===== config.mk =====
export PLATFORM = sky130hd
export DESIGN_NAME = parity_check_fifo
export DESIGN_NICKNAME = d
export VERILOG_FILES = /design/src/rtl/parity_check_fifo.sv
export SDC_FILE = /design/constraint.sdc
export NUM_CORES = 1
export LEC_CHECK = 0
export CORE_MARGIN = 1.5
export CORE_UTILIZATION = 50
export DETAILED_ROUTE_END_ITERATION = 6
export PLACE_DENSITY = 0.72
export SLEW_MARGIN = 20
export SYNTH_ARGS = -nofsm -noshare
export SYNTH_HDL_FRONTEND = slang
export SYNTH_SLANG_ARGS = --single-unit

===== constraint.sdc =====
create_clock -name CLK -period 3.5 [get_ports CLK]
set_clock_uncertainty 0.2 [all_clocks]
set_input_delay 0.7 -clock CLK [delete_from_list [all_inputs] [get_ports CLK]]
set_output_delay 0.7 -clock CLK [all_outputs]
set_load 0.05 [all_outputs]

===== src/rtl/parity_check_fifo.sv =====
// Parity-checking capture FIFO: a debounced capture FSM samples {DIN,PIN} from a
// tristate upstream stage, flags parity errors per word, and pops on READ.
module parity_check_fifo #(
  parameter int DEPTH      = 4,
  parameter int PARITY_ODD = 0
) (
  input  logic       CLK,
  input  logic       RST,
  input  logic       WRITE,
  input  logic       READ,
  input  logic [0:7] DIN,
  input  logic       PIN,
  output logic [0:7] DOUT,
  output logic       POUT,
  output logic       PERR,
  output logic       VALID,
  output logic       FULL,
  output logic       EMPTY,
  output logic [0:7] ERRCNT,
  output logic       OVF
);

  localparam int AW = (DEPTH > 2) ? $clog2(DEPTH) : 1;

  typedef enum logic [1:0] {IDLE, SETTLE, CAPTURE, HOLD} state_t;

  state_t           state, state_nxt;
  logic             bus_act, bus_prev, bus_rise;
  logic             do_cap, do_push, do_pop, err_bit;
  logic [AW:0]      wr_ptr, rd_ptr, wr_ptr_nxt, rd_ptr_nxt;
  logic             full_nxt, empty_nxt;
  logic [7:0]       data_mem [DEPTH];
  logic [DEPTH-1:0] par_mem;
  logic [DEPTH-1:0] err_mem;

  function automatic logic parity_err(input logic [7:0] d, input logic p);
    return (^d) ^ p ^ (PARITY_ODD != 0);
  endfunction

  function automatic logic [7:0] sat_inc(input logic [7:0] v);
    return (v == 8'hFF) ? v : v + 8'd1;
  endfunction

  assign bus_act = WRITE & ~READ;
  assign bus_rise = bus_act & ~bus_prev;

  // Tracks the bus through reset too, so a strobe held across reset release
  // is not mistaken for a fresh bus-active edge.
  always_ff @(posedge CLK) begin
    bus_prev <= bus_act;
  end

  always_comb begin
    state_nxt = state;
    case (state)
      IDLE:    if (bus_rise) state_nxt = SETTLE;
      SETTLE:  state_nxt = bus_act ? CAPTURE : IDLE;
      CAPTURE: state_nxt = HOLD;
      HOLD:    if (!bus_act) state_nxt = IDLE;
      default: state_nxt = IDLE;
    endcase
  end

  assign do_cap  = (state == CAPTURE);
  assign do_push = do_cap & ~FULL;
  assign do_pop  = READ & ~EMPTY;
  assign err_bit = parity_err(DIN, PIN);

  assign wr_ptr_nxt = wr_ptr + {{AW{1'b0}}, do_push};
  assign rd_ptr_nxt = rd_ptr + {{AW{1'b0}}, do_pop};
  assign full_nxt   = (wr_ptr_nxt[AW-1:0] == rd_ptr_nxt[AW-1:0]) &&
                      (wr_ptr_nxt[AW] != rd_ptr_nxt[AW]);
  assign empty_nxt  = (wr_ptr_nxt == rd_ptr_nxt);

  // Capture stage: FSM, pointers, flags, error bookkeeping
  always_ff @(posedge CLK or posedge RST) begin
    if (RST) begin
      state   <= IDLE;
      wr_ptr  <= '0;
      rd_ptr  <= '0;
      FULL    <= 1'b0;
      EMPTY   <= 1'b1;
      ERRCNT  <= '0;
      OVF     <= 1'b0;
      err_mem <= '0;
    end else begin
      state  <= state_nxt;
      wr_ptr <= wr_ptr_nxt;
      rd_ptr <= rd_ptr_nxt;
      FULL   <= full_nxt;
      EMPTY  <= empty_nxt;
      if (do_push) err_mem[wr_ptr[AW-1:0]] <= err_bit;
      if (do_cap && err_bit) ERRCNT <= sat_inc(ERRCNT);
      if (do_cap && FULL) OVF <= 1'b1;
    end
  end

  always_ff @(posedge CLK) begin
    if (do_push) begin
      data_mem[wr_ptr[AW-1:0]] <= DIN;
      par_mem[wr_ptr[AW-1:0]]  <= PIN;
    end
  end

  // Pop stage: head entry registered onto the output bus with a VALID pulse
  always_ff @(posedge CLK or posedge RST) begin
    if (RST) begin
      VALID <= 1'b0;
      DOUT  <= '0;
      POUT  <= 1'b0;
      PERR  <= 1'b0;
    end else begin
      VALID <= do_pop;
      if (do_pop) begin
        DOUT <= data_mem[rd_ptr[AW-1:0]];
        POUT <= par_mem[rd_ptr[AW-1:0]];
        PERR <= err_mem[rd_ptr[AW-1:0]];
      end
    end
  end

endmodule


**Word-level counts from Yosys, hierarchy flattened**

Memory sizes are Yosys's and may differ from the RTL's. A register that Yosys moved wholly into a read port is not among the register bits.
Index checks and enable logic that the tools add are counted.

- $add $sub $neg: 3
- $lt $le $gt $ge: 3
- Equality and inequality tests: 9
- Muxes and demuxes: 14
- Bitwise operators: 10
- Reductions and logical operators: 8

Operators with widths:

| operator | number |
|---|---|
| adder 8 x 1 -> 8 bit, second input constant | 1 |
| bitwise mux 4 bit | 2 |
| equality test 8 bit, second input constant | 1 |
| one-hot mux 2 bit (4 select lines) | 1 |
| XOR reduction 8 bit | 1 |
| adder 3 x 1 -> 3 bit | 2 |
| less-than comparator 2 x 3 -> 1 bit, second input constant | 2 |
| two-way mux 2 bit | 3 |
| two-way mux 1 bit | 5 |
| NOT 1 bit | 5 |
| bitwise AND 1 bit | 4 |
| binary-select mux 1 bit (select 2 bit) | 2 |
| equality test 2 bit, second input constant | 2 |
| logical AND 1 bit | 4 |
| != test 2 bit, second input constant | 2 |
| AND reduction 2 bit | 2 |
| equality test 3 bit | 1 |
| demux 1 bit (select 2 bit) | 1 |
| equality test 2 x 1 -> 1 bit, second input constant | 1 |
| equality test 2 bit | 1 |
| >= comparator 2 x 1 -> 1 bit, second input constant | 1 |
| zero test 2 bit | 1 |
| != test 1 bit | 1 |
| bitwise XOR 1 bit | 1 |

- Register bits after elaboration: 31
- RAM bits: 32
- Bits of input ports: 13
- Output and inout port bits: 22
- Logic and storage cells: 61
- Memories kept: 1

Memory list:

| memory | depth | bits a word | read ports | clocked after Yosys merged registers in | write ports | RTL line | RTL |
|---|---|---|---|---|---|---|---|
| data_mem | 4 | 8 | 1 | 1 | 1 | 32 | `logic [7:0] data_mem [DEPTH];` |

**Longest topological paths before layout**

Gate-level depths: netlist (run 1).

- Word-level depth: 5
- Gate-level depth with buffers: 7
- Depth with buffers taken out: 7

**Least setup slack after synthesis (run 1)**

No wires, ideal clock.

- Kind: flip-flop to flip-flop
- Start point: register FULL
- End point: register err_mem[2]
- Setup time: 0.125 ns
- Arrival: 2.268 ns
- Data required time: 3.175 ns
- Slack: 0.907 ns
- Cell stages (with the launch flop): 3
- Path buffers: 0
- Period minus slack after synthesis: 2.593 ns
- Cell sequence: dfrtp_1 -> nor4b_1 -> mux2_2

- Word-level cells in the longest chain between the ends: 2

RTL lines:

| item | RTL line | RTL |
|---|---|---|
| from (decl) | 17 | `output logic FULL,` |
| from (signal assigned) | 90 | `FULL <= full_nxt;` |
| NOT 1 bit | 65 | `assign do_push = do_cap & ~FULL;` |
| bitwise AND 1 bit | 65 |  |
| to (signal, indexed assignment) | 92 | `if (do_push) err_mem[wr_ptr[AW-1:0]] <= err_bit;` |
| to (decl) | 34 | `logic [DEPTH-1:0] err_mem;` |

No other way between the ends.
A chain may end at the register's enable or synchronous reset.

**Worst setup path in the final report (run 1)**

- Start point: input DIN[5] (netlist name)
- End point: register ERRCNT[6] (netlist name)

- Word-level cells in the longest chain between the ends: 4

RTL lines:

| item | RTL line | RTL |
|---|---|---|
| from (decl) | 11 | `input logic [0:7] DIN,` |
| XOR reduction 8 bit | 37 | `return (^d) ^ p ^ (PARITY_ODD != 0);` |
| bitwise XOR 1 bit | 37 |  |
| logical AND 1 bit | 93 | `if (do_cap && err_bit) ERRCNT <= sat_inc(ERRCNT);` |
| AND reduction 2 bit (no line) | n/a |  |
| to (signal assigned) | 93 |  |
| to (decl) | 19 | `output logic [0:7] ERRCNT,` |

No other way between the ends.

==> summary.txt, run 1 <==
Outcome
  • Run status: finished, final reports clean

Routing
  • Total number of vias: 1,533
  • Final wirelength: 5.01 mm
  • Routed wire length per instance: 17.4 microns
  • Via density per instance: 5.32
  • Remaining design rule violation count: 0
  • Number of search-and-repair iterations in the first detailed-routing pass: 4
  • Antenna viol nets, final: 0
  • Initial detailed-routing violation count: 81

GRT
  • Vias in the first global route: 1,655
  • Global-route wire length before repair: 8.20 mm
  • Number of antenna violations at the first check in global routing: 0
  • GR Util All Layers: 18.4%
  • Remaining global-route overflow: 0
  • Pin count of the biggest net entering global routing: 19

Die
  • Site Rows: 27
  • Die height: 78.7 microns
  • Number of primary I/O pins: 35
  • Effective utilization at floorplan: 52.0%
  • Core area: 5510 sq um
  • Width of the die: 78.7 microns
  • Die ar.: 6190 sq um

Setup path
  • Critical path data arrival time: 2.69 ns
  • Crit Path Category: input pin to flop
  • Critical Path RT: 3.51 ns
  • Crit path max fanout: 5
  • Crit path largest cell delay: 0.56 ns
  • Type of origin of the critical path: input pin
  • Category of the worst setup path capture point: flop
  • Cell chain of the critical path: clkdlybuf4s50_1 -> xnor2_1 -> xnor3_1 -> xnor2_2 -> and2_4 -> mux2_4
  • Slowest cell on the critical path: clkdlybuf4s50_1

Synthesis
  • Avg Synthesized Cell Area: 17.3 sq um
  • Number of enable-type register cells in the synthesized netlist: 36
  • Number of warning messages in the yosys log: 0
  • Post-synthesis cell type count: 33
  • Post-synth ARST share: 47.9%
  • Post-synthesis instance area: 2860 sq um
  • Post-Syn Instances: 165
  • Seq/Total Area, Yosys: 68.2%
  • Number of synthesized register bits: 71
  • Ys flop type: edfxtp_1
  • Synthesized net count: 183

Placed design
  • Port Buffer Count: 34
  • Final GP Congestion: 0.794
  • DP Worst Slack: 0.493 ns
  • Detailed placer's ending HPWL: 3.36 mm
  • Post-place instance area: 3330 sq um

CTS
  • Buffer depth of the longest clock path: 2
  • Clock-pin slew reported for the worst setup and hold paths after clock tree synthesis: 0.06 ns
  • Root buffer cell: clkbuf_8
  • CTS Hold Bufs: 0
  • Setup bufs post-CTS: 0
  • TritonCTS clock tree: yes
  • Cts repair resizes: 0
  • Clock insertion delay at the later pin of the skew report: 0.33 ns
  • Clock sink count: 71
  • H-tree level count: 3
  • Number of buffers created by CTS: 9

Power
  • Peak VDD IR: 0.657 mV
  • Leakage Power: 1.35 nW
  • Pwr dens: 857 nW/um^2

Finish
  • Final instance area: 3470 sq um
  • P&R area growth vs syn: 21.4%
  • Number of nets in the final layout: 230
  • Fraction of layout cells with a size suffix above 1: 23.1%
  • Diodes inserted: 0
  • Most common library cell in the layout ignoring fill and taps: edfxtp_1
  • Final cell utilization of the core: 63.1%
  • Top library cells by usage in the layout, fill and taps aside: edfxtp_1, clkdlybuf4s50_1, dfrtp_1, mux2_2, mux4_2

STA
  • Slew Viols, Final: 0
  • Final count of negative-setup-slack endpoints: 0
  • Worst Tran Pin Value: 0.698 ns
  • Setup repair after global routing missed its margin: no
  • PnR worst setup slack: 0.823 ns
  • Achievable Freq: 0.374 GHz
  • Hold Violations, Final: 0
  • Summed negative setup slack over all endpoints: 0 ns
  • Min Clock Period, post-route: 2.68 ns
  • Worst slew margin relative to its limit: 53.5%
  • Period utilisation layout: 76.5%

Min path
  • Hold WC Path Type: flop to flop

Job
  • Max-cap violations: 0
cell families (layout without fill, tap and decap cells):
| kind of cell | after synthesis | count (layout) | synth area share (%) |
|---|---|---|---|
| AO/OA/AOI/OAI | 7 | 7 | 1.53 |
| flip-flops | 71 | 71 | 68.2 |
| multiplexers | 26 | 26 | 14.4 |
| buffers and inverters | 9 | 60 | 1.49 |
| AND/OR/NAND/NOR | 30 | 30 | 5.68 |
| adder cells (fa/ha/maj) | 5 | 5 | 2.19 |
| XOR/XNOR | 17 | 17 | 6.47 |
path summary, 6_finish.rpt:
kind,start,to,slack (ns),cells after the start
max,DIN[5],ERRCNT[6]$_DFFE_PP0P_,0.82,6
min in group asynchronous,RST,ERRCNT[5]$_DFFE_PP0P_,0.57,2
max reg2reg,state[0]$_DFFE_PP0P_,EMPTY$_DFF_PP1_,1.38,7
max in group asynchronous,RST,EMPTY$_DFF_PP1_,1.75,3
min,wr_ptr[2]$_DFF_PP0_,wr_ptr[2]$_DFF_PP0_,0.27,1
min reg2reg,wr_ptr[2]$_DFF_PP0_,wr_ptr[2]$_DFF_PP0_,0.27,1
power by group:
group / internal [mW] / switching, mW / leakage [nW]
Clock: 0.248 / 0.269 / 0.0753
Combinational: 0.528 / 0.642 / 0.522
Sequential: 1.10 / 0.189 / 0.748
per-layer routing:
metal / up-vias / part of all wire [%] / GRT usage [%]
met4: 0 / 1.6 / 6.96
li1: 703 / - / -
met5: - / 0 / 0
met2: 46 / 50 / 30.1
met1: 775 / 43 / 23.0
met3: 9 / 4.9 / 5.93
state kept, by name, indices dropped and copies added (netlist names), named ones only:
signal,flops
data_mem,32
par_mem,4
bus_prev,1
POUT,1
FULL,1
EMPTY,1
wr_ptr,3
rd_ptr,3
VALID,1
DOUT,8
err_mem,4
OVF,1
ERRCNT,8
state,1
PERR,1
metrics by stage:
stage,hold WS (ns),std cells,power [mW]
5_1_grt,0.299,288,3.14
3_5_place_dp,0.260,273,2.49
2_1_floorplan,0.246,165,2.12
4_1_cts,0.271,288,3.01
6_report,0.269,288,2.98
3_3_place_gp,0.241,273,2.44
worst max-delay path, delay by kind of cell:
| kind | cells | cell delay, ns |
|---|---|---|
| xor+xnor | 3 | 0.93 |
| buf+inv | 1 | 0.56 |
| mux | 1 | 0.29 |
| simple gates | 1 | 0.21 |
cell usage after synthesis, types with 2 or more instances:
cell	count	area, sq um
a21oi_1	2	10.0
a31oi_1	2	12.5
and3_1	2	12.5
buf_1	2	7.51
dfrtp_1	33	826
edfxtp_1	36	1080
ha_1	5	62.6
inv_1	5	18.8
mux2_2	14	158
mux2_4	2	30.0
mux4_2	10	225
nand2_1	7	26.3
nand2b_1	2	12.5
nand3_1	4	20.0
nor2_1	5	18.8
nor2b_1	4	25.0
xnor2_1	9	78.8
xnor2_2	3	48.8
xor2_1	4	35.0
area by class of cell:
type,instances,area [sq um]
clock inverters,3,12.5
inverters,5,18.8
multi-input cells,85,880
well taps,72,90.1
clock buffers,12,135
repair buffers,40,385
flip-flops and latches,71,1950
fillers,400,2030
(Power assumes the default switching activity.)
==> run 2: changes to the inputs <==
clock period = 2.49 ns   (was 3.5 ns; I/O delays follow)
==> summary.txt, run 2 (synthesis results as in run 1) <==
Outcome
  • Run status: finished, final reports clean (unchanged)

Setup path
  • Register-to-register setup slack: 0.38 ns (was 1.38 ns)
  • Crit path max fanout: 7 (was 5)
  • Critical path data arrival time: 2.45 ns (was 2.69 ns)
  • Worst reg2reg startpoint: state[0]$_DFFE_PP0P_ (unchanged)
  • Critical Path RT: 2.51 ns (was 3.51 ns)
  • Number of cells on the worst reg-to-reg path: 7 (unchanged)
  • Reg2Reg Capture Point: EMPTY$_DFF_PP1_ (unchanged)
  • Category of the worst setup path capture point: flop (unchanged)
  • Type of origin of the critical path: input pin (unchanged)
  • Crit Path Category: input pin to flop (unchanged)

CTS
  • Clock insertion delay at the later pin of the skew report: 0.34 ns (was 0.33 ns)
  • Cts repair resizes: 0 (unchanged)
  • H-tree level count: 3 (unchanged)
  • Buffer depth of the longest clock path: 2 (unchanged)
  • Setup bufs post-CTS: 0 (unchanged)
  • TritonCTS clock tree: yes (unchanged)
  • Clock sink count: 71 (unchanged)
  • Clock-pin slew reported for the worst setup and hold paths after clock tree synthesis: 0.07 ns (was 0.06 ns)
  • Number of buffers created by CTS: 9 (unchanged)
  • Root buffer cell: clkbuf_8 (unchanged)
  • CTS Hold Bufs: 0 (unchanged)

STA
  • Slew Viols, Final: 0 (unchanged)
  • Worst slew margin relative to its limit: 55.2% (was 53.5%)
  • Final count of negative-setup-slack endpoints: 0 (unchanged)
  • PnR worst setup slack: 0.0627 ns (was 0.823 ns)
  • Achievable Freq: 0.412 GHz
  • Worst Tran Pin Value: 0.672 ns (was 0.698 ns)
  • Period utilisation layout: 97.5%
  • Hold Violations, Final: 0 (unchanged)
  • Setup repair after global routing missed its margin: no (unchanged)
  • Min Clock Period, post-route: 2.43 ns

Finish
  • P&R area growth vs syn: 26.4% (was 21.4%)
  • Top library cells by usage in the layout, fill and taps aside: edfxtp_1, clkdlybuf4s50_1, dfrtp_1, mux2_2, buf_4 (was edfxtp_1, clkdlybuf4s50_1, dfrtp_1, mux2_2, mux4_2)
  • Largest register FFs: 32 (unchanged)
  • Diodes inserted: 0 (unchanged)
  • Most common library cell in the layout ignoring fill and taps: edfxtp_1 (unchanged)
  • Sequential cell area in the final layout: 1950 sq um (unchanged)
  • Area of the multi-input gates: 880 sq um (unchanged)
  • Number of nets in the final layout: 239 (was 230)
  • Fraction of layout cells with a size suffix above 1: 28.3% (was 23.1%)
  • Final cell utilization of the core: 65.7% (was 63.1%)
  • Layout fillers: 388 (was 400)

GRT
  • Remaining global-route overflow: 0 (unchanged)
  • GRT Max-Usage Layer: met2 (unchanged)
  • Pin count of the biggest net entering global routing: 35 (was 19)
  • Met1 track demand over resource in global routing: 24.1% (was 23.0%)
  • Met2 track demand over resource in global routing: 30.4% (was 30.1%)
  • Vias in the first global route: 1,717 (was 1,655)
  • Number of antenna violations at the first check in global routing: 0 (unchanged)
  • Global-route wire length before repair: 8.42 mm (was 8.20 mm)
  • Met3 demand-to-capacity share in global routing: 6.16% (was 5.93%)
  • GR Util All Layers: 18.8% (was 18.4%)

Power
  • Peak VDD IR: 0.805 mV (was 0.657 mV)
  • Leakage Power: 1.42 nW (was 1.35 nW)
  • Switching part of the total power: 35.6% (was 36.9%)
  • Fraction of power consumed by the clock network: 21.9% (was 17.4%)
  • Internal power: 2.88 mW (was 1.88 mW)
  • Proportion of power drawn by combinational gates: 37.3% (was 39.3%)
  • Relative contribution of sequential cells to total power: 40.8% (was 43.4%)
  • NetSw: 1.59 mW (was 1.10 mW)
  • Pwr dens: 1230 nW/um^2 (was 857 nW/um^2)

Die
  • Die height: 78.7 microns (unchanged)
  • Site Rows: 27 (unchanged)
  • Core area: 5510 sq um (unchanged)
  • Number of primary I/O pins: 35 (unchanged)
  • Die ar.: 6190 sq um (unchanged)
  • Effective utilization at floorplan: 52.0% (unchanged)
  • Width of the die: 78.7 microns (unchanged)

Placed design
  • Final GP Congestion: 0.775 (was 0.794)
  • DP Worst Slack: -0.305 ns (was 0.493 ns)
  • Detailed placer's ending HPWL: 3.46 mm (was 3.36 mm)
  • Port Buffer Count: 34 (unchanged)

Min path
  • Launch point of the worst hold path: OVF$_DFFE_PP0P_ (was wr_ptr[2]$_DFF_PP0_)
  • Hold WC Path Type: flop to flop (unchanged)
  • Hold Path End: OVF$_DFFE_PP0P_ (was wr_ptr[2]$_DFF_PP0_)
  • Hold Crit Depth: 1 (unchanged)

Routing
  • Antenna viol nets, final: 0 (unchanged)
  • Routed wire length per instance: 17.3 microns (was 17.4 microns)
  • Total number of vias: 1,577 (was 1,533)
  • Number of search-and-repair iterations in the first detailed-routing pass: 4 (unchanged)
  • Initial detailed-routing violation count: 125 (was 81)
  • Via density per instance: 5.29 (was 5.32)
  • Remaining design rule violation count: 0 (unchanged)
  • Final wirelength: 5.17 mm (was 5.01 mm)

Job
  • Max-cap violations: 0 (unchanged)
[run 2: power groups by stage]
stage / logic [mW] / registers, mW / clock network (mW)
final: 1.67 / 1.82 / 0.980
after global routing: 1.78 / 1.87 / 1.04
after CTS: 1.69 / 1.83 / 0.999
after detailed placement: 1.67 / 1.85 / 0
after global placement: 1.65 / 1.82 / 0
after floorplan: 0.801 / 2.19 / 0
[run 2: worst max-delay path, stage by stage]
cell	delay (ns)
clkdlybuf4s50_1	0.45
xnor2_1	0.22
xnor3_1	0.47
xnor2_2	0.30
and2_4	0.22
mux2_4	0.29
[run 2: layout make-up]
class / instances / area share (%)
Clock buffer: 10 / 3.53
Clock inverter: 6 / 2.35
Inverter: 5 / 0.518
Multi-Input combinational cell: 85 / 24.3
Sequential cell: 71 / 54.0
Tap cell: 72 / 2.49
Timing Repair Buffer: 49 / 12.9
[run 2: stage by stage]
stage | TNS (ns) | cells | instance area (sq um) | hold slack [ns] | power, mW
6_report | 0 | 298 | 3620 | 0.269 | 4.47
2_1_floorplan | 0 | 165 | 2880 | 0.246 | 2.99
3_3_place_gp | -1.60 | 282 | 3410 | 0.242 | 3.47
3_5_place_dp | -1.92 | 282 | 3410 | 0.252 | 3.52
5_1_grt | 0 | 298 | 3620 | 0.307 | 4.69
4_1_cts | 0 | 298 | 3620 | 0.273 | 4.52
[run 2: worst max path at each step]
| stage | start | end | slack (ns) | cells past startpoint |
|---|---|---|---|---|
| 2_1_floorplan | EMPTY$_DFF_PP1_ | EMPTY$_DFF_PP1_ | 0.29 | 7 |
| 3_3_place_gp | DIN[5] | ERRCNT[6]$_DFFE_PP0P_ | -0.26 | 6 |
| 3_5_place_dp | DIN[5] | ERRCNT[6]$_DFFE_PP0P_ | -0.30 | 6 |
| 4_1_cts | DIN[5] | ERRCNT[6]$_DFFE_PP0P_ | 0.04 | 6 |
| 5_1_grt | DIN[5] | ERRCNT[2]$_DFFE_PP0P_ | 0.001 | 7 |
| 6_report | DIN[5] | ERRCNT[6]$_DFFE_PP0P_ | 0.06 | 6 |
[run 2: layer usage]
layer / vias to the layer above / share of wire (%)
li1: 725 / -
met1: 796 / 44
met2: 49 / 49
met3: 7 / 5.5
met4: 0 / 1.4
met5: - / 0
